<file path="src/rtl/irq_coalesce_ctrl.sv">
// Interrupt aggregator: masks W1C status bits and merges them into one CPU
// interrupt, optionally coalesced by event-count threshold or timeout.
module irq_coalesce_ctrl #(
    parameter int NUM_SRC   = 8,
    parameter int CNT_WIDTH = 8
) (
    input  logic                 RegClk,
    input  logic                 RegReset,
    input  logic [NUM_SRC-1:0]   irq_status,
    input  logic [NUM_SRC-1:0]   irq_enable,
    input  logic                 coal_en,
    input  logic [CNT_WIDTH-1:0] coal_threshold,
    input  logic [CNT_WIDTH-1:0] coal_timeout,
    input  logic                 irq_ack,
    output logic                 irq_out,
    output logic [NUM_SRC-1:0]   irq_src,
    output logic [CNT_WIDTH-1:0] event_cnt,
    output logic [1:0]           irq_state
);

    typedef enum logic [1:0] {
        IDLE    = 2'd0,
        COLLECT = 2'd1,
        ASSERT  = 2'd2
    } state_t;

    // Sum width is wide enough that count + popcount never overflows before saturation.
    localparam int SW = CNT_WIDTH + $clog2(NUM_SRC + 1) + 1;
    localparam logic [CNT_WIDTH-1:0] CNT_MAX = '1;

    function automatic logic [SW-1:0] popcount(input logic [NUM_SRC-1:0] v);
        logic [SW-1:0] acc;
        acc = '0;
        for (int unsigned i = 0; i < NUM_SRC; i++) begin
            acc = acc + SW'(v[i]);
        end
        return acc;
    endfunction

    function automatic logic [CNT_WIDTH-1:0] sat(input logic [SW-1:0] v);
        return (v > SW'(CNT_MAX)) ? CNT_MAX : v[CNT_WIDTH-1:0];
    endfunction

    state_t               state, state_n;
    logic [NUM_SRC-1:0]   masked, masked_q, rise, src_n;
    logic [CNT_WIDTH-1:0] timer, timer_n, timer_inc, cnt_n, cnt_rise;

    always_comb begin
        masked    = irq_status & irq_enable;
        rise      = masked & ~masked_q;
        cnt_rise  = sat(SW'(event_cnt) + popcount(rise));
        timer_inc = (timer == CNT_MAX) ? timer : timer + CNT_WIDTH'(1);

        state_n = state;
        cnt_n   = event_cnt;
        timer_n = timer;
        src_n   = irq_src;

        case (state)
            IDLE: begin
                if (|masked) begin
                    if (coal_en) begin
                        state_n = COLLECT;
                        cnt_n   = sat(popcount(masked));
                        timer_n = '0;
                    end else begin
                        state_n = ASSERT;
                        src_n   = masked;
                    end
                end
            end
            COLLECT: begin
                if (masked == '0) begin
                    state_n = IDLE;
                    cnt_n   = '0;
                    timer_n = '0;
                end else begin
                    // A rise coinciding with release is still counted.
                    cnt_n = cnt_rise;
                    if (!coal_en || event_cnt >= coal_threshold || timer >= coal_timeout) begin
                        state_n = ASSERT;
                        src_n   = masked;
                    end else begin
                        timer_n = timer_inc;
                    end
                end
            end
            ASSERT: begin
                if (irq_ack || masked == '0) begin
                    state_n = IDLE;
                    cnt_n   = '0;
                    timer_n = '0;
                end else begin
                    cnt_n = cnt_rise;
                end
            end
            default: begin
                state_n = IDLE;
            end
        endcase
    end

    always_ff @(posedge RegClk or posedge RegReset) begin
        if (RegReset) begin
            state     <= IDLE;
            masked_q  <= '0;
            event_cnt <= '0;
            timer     <= '0;
            irq_src   <= '0;
        end else begin
            state     <= state_n;
            masked_q  <= masked;
            event_cnt <= cnt_n;
            timer     <= timer_n;
            irq_src   <= src_n;
        end
    end

    assign irq_out   = (state == ASSERT);
    assign irq_state = state;

endmodule

</file>
<file path="config.mk">
export PLATFORM = sky130hd
export DESIGN_NAME = irq_coalesce_ctrl
export DESIGN_NICKNAME = d
export VERILOG_FILES = /design/src/rtl/irq_coalesce_ctrl.sv
export SDC_FILE = /design/constraint.sdc
export NUM_CORES = 1
export LEC_CHECK = 0
export BUFFER_PORTS_ARGS = -buffer_cell sky130_fd_sc_hd__clkbuf_2
export CAP_MARGIN = 20
export CORE_ASPECT_RATIO = 0.8
export CORE_MARGIN = 2
export CORE_UTILIZATION = 40
export CTS_BUF_LIST = sky130_fd_sc_hd__clkbuf_4
export DETAILED_ROUTE_END_ITERATION = 6
export GPL_ROUTABILITY_DRIVEN = 0
export GPL_TIMING_DRIVEN = 0
export PLACE_DENSITY = 0.69
export SLEW_MARGIN = 10
export SYNTH_ARGS = -nofsm -noshare
export SYNTH_HDL_FRONTEND = slang
export SYNTH_SLANG_ARGS = --single-unit
</file>
<file path="constraint.sdc">
create_clock -name RegClk -period 5.6 [get_ports RegClk]
set_input_delay 0 -clock RegClk [delete_from_list [all_inputs] [get_ports RegClk]]
set_output_delay 0 -clock RegClk [all_outputs]
set_load 0.05 [all_outputs]
</file>
Word level (Yosys, flattened, before mapping)
Index checks and enable logic that the tools add are counted.
Cells by class
  add/subtract/negate cells: 16
  order comparisons: 4
  eq/ne operators: 12
  muxes and demuxes: 25
  bitwise operators: 3
  reduce and logical (&&, ||, !) cells: 13
Operator list (number)
  8-bit two-way mux: 16
  8-bit one-hot mux with 3 select lines: 2
  7-bit by 1-bit adder with 8-bit output: 2
  8-bit AND: 2
  8-bit greater-or-equal comparator: 2
  8-bit one-hot mux with 2 select lines: 1
  6-bit by 1-bit adder with 7-bit output: 2
  5-bit by 1-bit adder with 6-bit output: 2
  4-bit by 1-bit adder with 5-bit output: 2
  2-bit two-way mux: 5
  2-bit inequality test (second input constant): 5
  8-bit by 8-bit adder with 9-bit output: 1
  9-bit by 8-bit greater-than comparator with 1-bit output (second input constant): 1
  3-bit inequality test (second input constant): 3
  3-bit by 1-bit adder with 4-bit output: 2
  8-bit by 1-bit adder with 8-bit output (second input constant): 1
  8-bit == test (second input constant): 1
  8-bit greater-than comparator (second input constant): 1
  8-bit logical NOT: 1
  8-bit inverter: 1
  8-bit OR reduction: 1
  2-bit by 1-bit adder with 3-bit output: 2
  2-bit one-hot mux with 3 select lines: 1
  3-bit AND reduction: 2
  11 further kinds: 14
Storage, ports and cells
  register bits after elaboration: 34
  bits of input ports: 36
  output and inout port bits: 19
  word-level logic and storage cells: 78

Logic depth before layout (Yosys ltp)
Gate-level depths: netlist of run 1.
  depth in word-level cells: 14
  mapped depth: 16
  mapped depth without buffers: 16

Worst setup path before layout of run 1
No wires, ideal clock.
  path kind: register -> register
  start: reg event_cnt[0]
  end: reg event_cnt[2]
  setup time: 0.119 ns
  arrival time: 4.067 ns
  data required time: 5.481 ns
  setup slack: 1.414 ns
  stages on the path, launching flop included: 14
  path buffers: 0
  period minus slack after synthesis: 4.186 ns
  cell sequence: dfrtp_1 > fa_1 > inv_1 > fa_1 > inv_1 > fa_1 > fa_1 > fa_1 > a21o_1 > a21oi_1 > nor2_1 > o21ai_0 > o211ai_1 > o21a_1
On the way
  longest elaborated chain between the ends: 5
  elaborated cells between the ends (all ways): 6
  classes of those cells: add/sub (1); order compare (1); mux (4)
Ends and longest elaborated chain
  from (decl): line 17  | output logic [CNT_WIDTH-1:0] event_cnt,
  from (signal assigned): line 113  | event_cnt <= cnt_n;
  8-bit by 8-bit adder with 9-bit output *: line 51  | cnt_rise = sat(SW'(event_cnt) + popcount(rise));
  9-bit by 8-bit greater-than comparator with 1-bit output: line 41  | return (v > SW'(CNT_MAX)) ? CNT_MAX : v[CNT_WIDTH-1:0];
  8-bit two-way mux *: line 41
  8-bit two-way mux (on tied branches): line 89, 73
  8-bit one-hot mux with 3 select lines *: line 59  | case (state)
Every way passes the cells marked *; elsewhere a longest branch is shown, timed or not.
A chain may end at the register's enable or synchronous reset.

Worst setup path in the final report of run 1
  start: in irq_enable[0]
  end: reg event_cnt[2]
On the way
  longest elaborated chain between the ends: 14
  elaborated cells between the ends (all ways): 31
  classes of those cells: add/sub (15); order compare (2); eq/ne (1); mux (7); bitwise (2); reduce/logical (4)
Ends and longest elaborated chain
  from (decl): line 10  | input logic [NUM_SRC-1:0] irq_enable,
  8-bit AND *: line 49  | masked = irq_status & irq_enable;
  via masked[0]: line 45  | logic [NUM_SRC-1:0] masked, masked_q, rise, src_n;
  8-bit AND: line 50  | rise = masked & ~masked_q;
  1-bit by 1-bit adder with 2-bit output: line 35  | acc = acc + SW'(v[i]);
  2-bit by 1-bit adder with 3-bit output: line 35
  3-bit by 1-bit adder with 4-bit output: line 35
  4-bit by 1-bit adder with 5-bit output: line 35
  5-bit by 1-bit adder with 6-bit output: line 35
  6-bit by 1-bit adder with 7-bit output: line 35
  7-bit by 1-bit adder with 8-bit output: line 35
  8-bit by 8-bit adder with 9-bit output: line 51
  9-bit by 8-bit greater-than comparator with 1-bit output: line 41
  8-bit two-way mux: line 41
  8-bit two-way mux (on tied branches): line 89, 73
  8-bit one-hot mux with 3 select lines: line 59
The timed path passes the listed nets; every way through them passes the cells marked *. The select of a mux whose other input is x is not followed.

==> key figures, run 1 <==
Run status
  • Status: complete, no violations

Synth
  • Synth Register Bits: 34
  • Async set-reset flop share out of synthesis: 100%
  • Synthesized area per cell: 9.36 um2
  • Synth cell types: 46
  • Seq/Total Area, Yosys: 33.4%
  • Gate Count Post-Synth: 272
  • Mapped Area: 2550 um2
  • Post-Syn Nets: 348
  • Number of flops mapped to enable cells by yosys: 0
  • Synth Flop Type: dfrtp_1
  • Synth warn: 0

Min path
  • Hold path depth: 2
  • Hold Path Origin: irq_status[2]
  • Hold Path Sink: masked_q[2]$_DFF_PP0_
  • Hold crit path type: input port to flip-flop

Finish
  • Commonest non-fill, non-tap cell in the layout: clkbuf_2
  • Post-Layout Cell Count: 430
  • Layout fillers: 569
  • Multi-input gate area: 1570 um2
  • Post-Layout Inst Area: 3120 um2
  • Most frequent cells in the layout: 54 x clkbuf_2, 34 x dfrtp_1, 31 x ha_1
  • P&R area growth vs syn: 22.6%
  • N_diodes: 0
  • Finished Core Util: 51.7%
  • Layout cells sized above 1: 22.9%
  • Sequential cell area: 851 um2
  • Nets@finish: 424

Setup path
  • RR Startpoint: event_cnt[0]$_DFFE_PP0P_
  • CP Data Arrival Time: 4710 ps
  • R2R Setup Slk: 1270 ps
  • CP Capture Type: flip-flop
  • Worst EP required: 5820 ps
  • Worst r2r path cells: 13
  • CP Max Fanout: 7
  • CP Launch Type: input port
  • RR Endpoint: event_cnt[2]$_DFFE_PP0P_
  • Setup CP Type: input port to flip-flop

CTS
  • Clk sinks: 34
  • TritonCTS clock tree: yes
  • CTS Buffer Depth: 2
  • Htree depth: 2
  • CTS root buf: clkbuf_4
  • Worst-path clk slew: 100 ps
  • Resized Gates After CTS: 0
  • Clk_lat worst skew: 330 ps
  • CTS buffer count: 5

STA
  • Final setup vio count: 0
  • Max transition margin: 47.5%
  • Tightest Pin Transition: 786 ps
  • Setup TNS: 0 ps
  • RSZ-0062 raised after global routing: false
  • Crit path time final: 4490 ps
  • Maximum clock frequency: 223 MHz
  • Final Hold Viols: 0
  • Final Cycle Share: 80.2%
  • Slew Limit Fails: 0
  • Fin Clk Skew: 9.16 ps

GRT
  • GRT met2 Usage: 28.9%
  • Vias in the first global route: 2,181
  • Largest net degree at the start of global routing: 35
  • Initial antenna violation count: 0
  • Grt ovf: 0
  • GR Layer Usage met3: 2.77%
  • Met1 Resource Use GR: 26.0%
  • First-pass GRT wire length: 9990 um
  • Gr busiest metal: met2
  • Gr usage total: 18.1%

Place
  • Placed cells: 407
  • HPWL after detailed placement: 4510 um
  • Placed Instance Area: 2920 um2
  • Input/output buffers: 54

Detailed routing
  • Initial drt markers: 106
  • Final WL: 5810 um
  • Drt pass-1 iters: 4
  • Detail Route Antenna Nets: 0
  • Routed length per instance: 13.5 um
  • Routed vias: 2,198
  • DR vias/cell: 5.11
  • Residual DRC count: 0

Floorplan
  • Die width: 93.2 um
  • Die Footprint: 7020 um2
  • IO Pins: 55
  • Initial core utilization: 42.2%
  • # rows: 25
  • Die height: 75.4 um
  • Core area: 6040 um2

Power
  • P_leak: 0.00170 uW
  • VDD IR max: 0.000267 V
  • Pwr dens: 382 nW/um2

Flow run
  • # Max-Cap Violations: 0
## how the worst max path moves through the flow
stage / from / end / slack [ps] / cells after the start
2_1_floorplan: event_cnt[0]$_DFFE_PP0P_ / event_cnt[2]$_DFFE_PP0P_ / 1410 / 13
3_3_place_gp: event_cnt[0]$_DFFE_PP0P_ / event_cnt[2]$_DFFE_PP0P_ / 1330 / 13
3_5_place_dp: event_cnt[0]$_DFFE_PP0P_ / event_cnt[2]$_DFFE_PP0P_ / 1340 / 13
4_1_cts: irq_enable[0] / event_cnt[2]$_DFFE_PP0P_ / 1150 / 18
5_1_grt: irq_enable[0] / event_cnt[2]$_DFFE_PP0P_ / 920 / 18
6_report: irq_enable[0] / event_cnt[2]$_DFFE_PP0P_ / 1110 / 18
## cell usage after synthesis, drive strengths merged (3+ instances only)
library cell | n | area [um2]
nand3 | 9 | 50.1
a21o | 7 | 52.6
dfrtp | 34 | 851
fa | 9 | 180
mux2i | 4 | 40.0
inv | 30 | 113
o21ai | 10 | 50.1
a21oi | 11 | 55.1
mux2 | 8 | 90.1
and3 | 3 | 20.0
nand2 | 26 | 97.6
and2 | 6 | 38.8
a31oi | 6 | 37.5
nand4 | 3 | 18.8
nor3 | 7 | 35.0
nor2 | 23 | 86.3
clkbuf | 3 | 11.3
nand2b | 11 | 68.8
nor2b | 3 | 18.8
ha | 31 | 388
## flip-flops by register name (all words and copies together) (netlist names)
| signal | count |
|---|---|
| irq_src | 8 |
| masked_q | 8 |
| event_cnt | 8 |
| irq_state | 2 |
| timer | 8 |
## stage by stage
step | hold WS (ps) | power [uW] | setup WS, ps
finish | 13.6 | 1190 | 1110
global route | 14.3 | 1290 | 924
CTS | 3.57 | 1200 | 1150
detailed placement | 152 | 1060 | 1340
global placement | 260 | 1030 | 1330
floorplan | 142 | 884 | 1410
## cells by family after synthesis
logic type,after synthesis,share of synthesized area [%]
compound gates,51,13.9
xor+xnor,3,1.03
fa+ha+maj,40,22.3
buf+inv,34,5.06
flops,34,33.4
mux,12,5.11
simple gates,98,19.2
## power breakdown
group	internal, uW	switching, uW	leakage, uW
Combinational	251	467	0.00121
Sequential	296	45.3	0.000448
Clock	52.1	83.0	0.0000331
Total	599	595	0.00170
## worst max-delay path, cell delays in order
cell and delay [ps]:
dlygate4sd3_1 530, clkbuf_2 100, and2_1 140, inv_1 100
nor2_1 90, fa_1 520, inv_1 60, fa_1 550
inv_1 70, fa_1 500, fa_1 480, fa_1 430
a21o_1 200, a21oi_1 300, nor2_1 190, o21ai_0 190
o211ai_1 130, o21a_1 120
## per-layer routing
layer  wire length (um)  vias to the layer above
li1                   -                     1099
met1               2900                     1020
met2               2530                       71
met3                304                        8
met4                 85                        0
met5                  0                        -
## layout make-up
class,count,area share (%)
clock inverters,2,0.281
flip-flops and latches,34,27.3
plain buffers,4,0.521
multi-input cells,204,50.2
inverters,30,3.61
repair buffers,69,13.5
well taps,81,3.25
clock buffers,6,1.44
## timing repair
| action | in CTS | in global routing |
|---|---|---|
| buffers inserted | 0 | 0 |
| hold buffers | 15 | 0 |
| hold endpoints to repair | 43 | 0 |
Power figures use the tool's default switching activity.
==> inputs of run 2 (changes only) <==
--- a/config.mk
+++ b/config.mk
@@ -5,6 +5,7 @@
 export SDC_FILE = /design/constraint.sdc
 export NUM_CORES = 1
 export LEC_CHECK = 0
+export ABC_AREA = 1
 export BUFFER_PORTS_ARGS = -buffer_cell sky130_fd_sc_hd__clkbuf_2
 export CAP_MARGIN = 20
 export CORE_ASPECT_RATIO = 0.8
@@ -14,7 +15,7 @@
 export DETAILED_ROUTE_END_ITERATION = 6
 export GPL_ROUTABILITY_DRIVEN = 0
 export GPL_TIMING_DRIVEN = 0
-export PLACE_DENSITY = 0.69
+export PLACE_DENSITY = 0.68
 export SLEW_MARGIN = 10
 export SYNTH_ARGS = -nofsm -noshare
 export SYNTH_HDL_FRONTEND = slang
==> constraint.sdc (replaced) <==
create_clock -name RegClk -period 4.3 [get_ports RegClk]
set_input_delay 0 -clock RegClk [delete_from_list [all_inputs] [get_ports RegClk]]
set_output_delay 0 -clock RegClk [all_outputs]
set_load 0.05 [all_outputs]
==> run 2 against run 1 <==
Power increased by 55%. Synthesized area increased by 8.5%. Non-clock buffer count fell by 2. Clock skew is 6.1 ps higher. Sequential power rose by 36%. Synthesized cell count is 33% higher. Hold slack better by 34 ps. Sequential cell count unchanged.
==> key figures, run 2 <==
STA
  • Tightest Pin Transition: 708 ps
  • Hold_ws: 47.1 ps
  • Setup TNS: 0 ps
  • Crit path time final: 4010 ps
  • Slew Limit Fails: 0
  • Fin Clk Skew: 15.3 ps
  • Maximum clock frequency: 250 MHz
  • Max transition margin: 52.7%
  • RSZ-0062 raised after global routing: false
  • Final setup vio count: 0
  • Final Hold Viols: 0
  • Final Cycle Share: 93.2%

Synth
  • Top cells by area, synth: dfrtp_1 31%, ha_1 14%, nand2_1 14%
  • Most common cell in the netlist: nand2_1
  • Post-Syn Nets: 438
  • Gate Count Post-Synth: 362
  • Synth area leader: dfrtp_1
  • Yosys top cell area share: 30.8%
  • Seq/Total Area, Yosys: 30.8%
  • Synth Flop Type: dfrtp_1
  • Synthesized area per cell: 7.63 um2
  • Synth cell types: 25
  • Synth Register Bits: 34
  • Async set-reset flop share out of synthesis: 100%
  • Number of flops mapped to enable cells by yosys: 0
  • Most frequent cells after synthesis: 103 x nand2_1, 61 x inv_1, 34 x dfrtp_1
  • Synth warn: 0
  • Mapped Area: 2760 um2

Run status
  • Status: complete, no violations

Place
  • Input/output buffers: 54
  • HPWL after detailed placement: 4710 um
  • Placed cells: 503
  • Placed Instance Area: 3140 um2

Finish
  • Sequential cell area: 851 um2
  • Most frequent cells in the layout: 103 x nand2_1, 60 x inv_1, 54 x clkbuf_2
  • Post-Layout Inst Area: 3420 um2
  • Post-Layout Cell Count: 528
  • P&R area growth vs syn: 23.7%
  • Layout cells sized above 1: 20.4%
  • Multi-input gate area: 1660 um2
  • N_diodes: 0
  • Commonest non-fill, non-tap cell in the layout: nand2_1
  • Layout fillers: 670
  • Nets@finish: 516

Floorplan
  • Initial core utilization: 40.7%
  • IO Pins: 55
  • Die height: 78.3 um
  • Core area: 6790 um2
  • Die Footprint: 7590 um2
  • Die width: 96.9 um
  • # rows: 27

GRT
  • Vias in the first global route: 2,391
  • Largest net degree at the start of global routing: 35
  • Gr usage total: 16.7%
  • First-pass GRT wire length: 10,400 um
  • Grt ovf: 0
  • Initial antenna violation count: 0

Setup path
  • Worst r2r path cells: 13
  • CP Launch Type: input port
  • Setup CP Type: input port to flip-flop
  • CP Data Arrival Time: 4230 ps
  • CP Max Fanout: 4
  • CP Capture Type: flip-flop
  • Worst EP required: 4530 ps

Detailed routing
  • Drt pass-1 iters: 4
  • Residual DRC count: 0
  • Initial drt markers: 82
  • Routed vias: 2,471
  • DR vias/cell: 4.68
  • Detail Route Antenna Nets: 0
  • Routed length per instance: 11.1 um
  • Final WL: 5860 um

Flow run
  • # Max-Cap Violations: 0

Power
  • Design Power: 1860 uW
  • Logic gate share of total power: 58.6%
  • VDD IR max: 0.000279 V
  • P_sw: 951 uW
  • P_leak: 0.00198 uW
  • Clock share of power: 16.3%
  • Switch share: 51.2%
  • Pint: 905 uW
  • Seq pwr share: 25.1%
  • Pwr dens: 543 nW/um2

CTS
  • Resized Gates After CTS: 0
  • Worst-path clk slew: 110 ps
  • CTS Buffer Depth: 2
  • Htree depth: 2
  • TritonCTS clock tree: yes
  • Clk sinks: 34
  • CTS root buf: clkbuf_4
  • Clk_lat worst skew: 350 ps
  • CTS buffer count: 5

Min path
  • Hold path depth: 4
  • Hold crit path type: input port to flip-flop
==> run 2: changes by cell type after synthesis, moves of 6 or more <==
cell / delta
nand2_1: +77
inv_1: +31
nand3_1: +20
nand2b_1: -11
mux2_2: -8
a21o_1: -7
nand2_2: +7
nand2_4: +7
a31oi_1: -6
==> run 2: power by group through the flow <==
stage	combinational, uW	sequential [uW]	clock [uW]
finish	1090	465	303
floorplan	620	683	0
CTS	1100	466	308
global placement	1070	469	0
detailed placement	1090	473	0
global route	1220	478	323
==> run 2: final timing paths <==
path,from,slack [ps],endpoint
min reg2reg,irq_src[0]$_DFFE_PP0P_,490,irq_src[0]$_DFFE_PP0P_
max reg2reg,event_cnt[0]$_DFFE_PP0P_,310,event_cnt[1]$_DFFE_PP0P_
max,irq_enable[0],290,event_cnt[1]$_DFFE_PP0P_
min,coal_en,50,irq_state[1]$_DFFE_PP0P_
max in group asynchronous,RegReset,3550,timer[3]$_DFFE_PP0P_
min in group asynchronous,RegReset,290,irq_src[7]$_DFFE_PP0P_
==> run 2: metal layers <==
layer	global-route usage [%]	vias to the layer above	wire length [um]
li1	-	1293	-
met1	21.8	1128	2780
met2	29.1	46	2810
met3	3.56	4	246
met4	2.68	0	21
met5	0	-	0
==> run 2: layout make-up <==
type,count,area share (%)
clock buffer,5,1.10
clock inverter,3,2.01
inverter,65,7.28
multi-input combinational,263,48.6
sequential,34,24.9
tap,87,3.18
timing repair buffer,71,12.9
==> run 2: timing repair <==
action | in CTS | in global routing
buffers inserted | 0 | 0
endpoints found under the hold margin | 42 | 0
hold buffers | 17 | 0
==> run 2: cells by family after synthesis <==
| family | share of synthesized area [%] |
|---|---|
| AOI/OAI and AO/OA | 5.84 |
| adders and majority gates | 20.6 |
| buffers and inverters | 9.01 |
| xor gates and xnor gates | 1.59 |
| and+or+nand+nor | 32.2 |
| DFF | 30.8 |
==> run 2: through the flow <==
stage	setup slack, ps	util [%]
global placement	328	46.3
floorplan	375	-
CTS	290	50.3
detailed placement	323	46.3
finish	293	50.3
global route	27.6	50.3
==> run 2: critical path, cell delays in order <==
cell	delay (ps)
dlygate4sd3_1	540
clkbuf_2	100
nand2_1	130
nor2_1	80
fa_1	500
inv_1	60
fa_1	530
inv_1	50
fa_1	500
fa_1	500
fa_1	430
nand3_1	130
nand3_1	150
nand4_1	190
inv_1	90
o21ai_0	150
o21ai_0	100
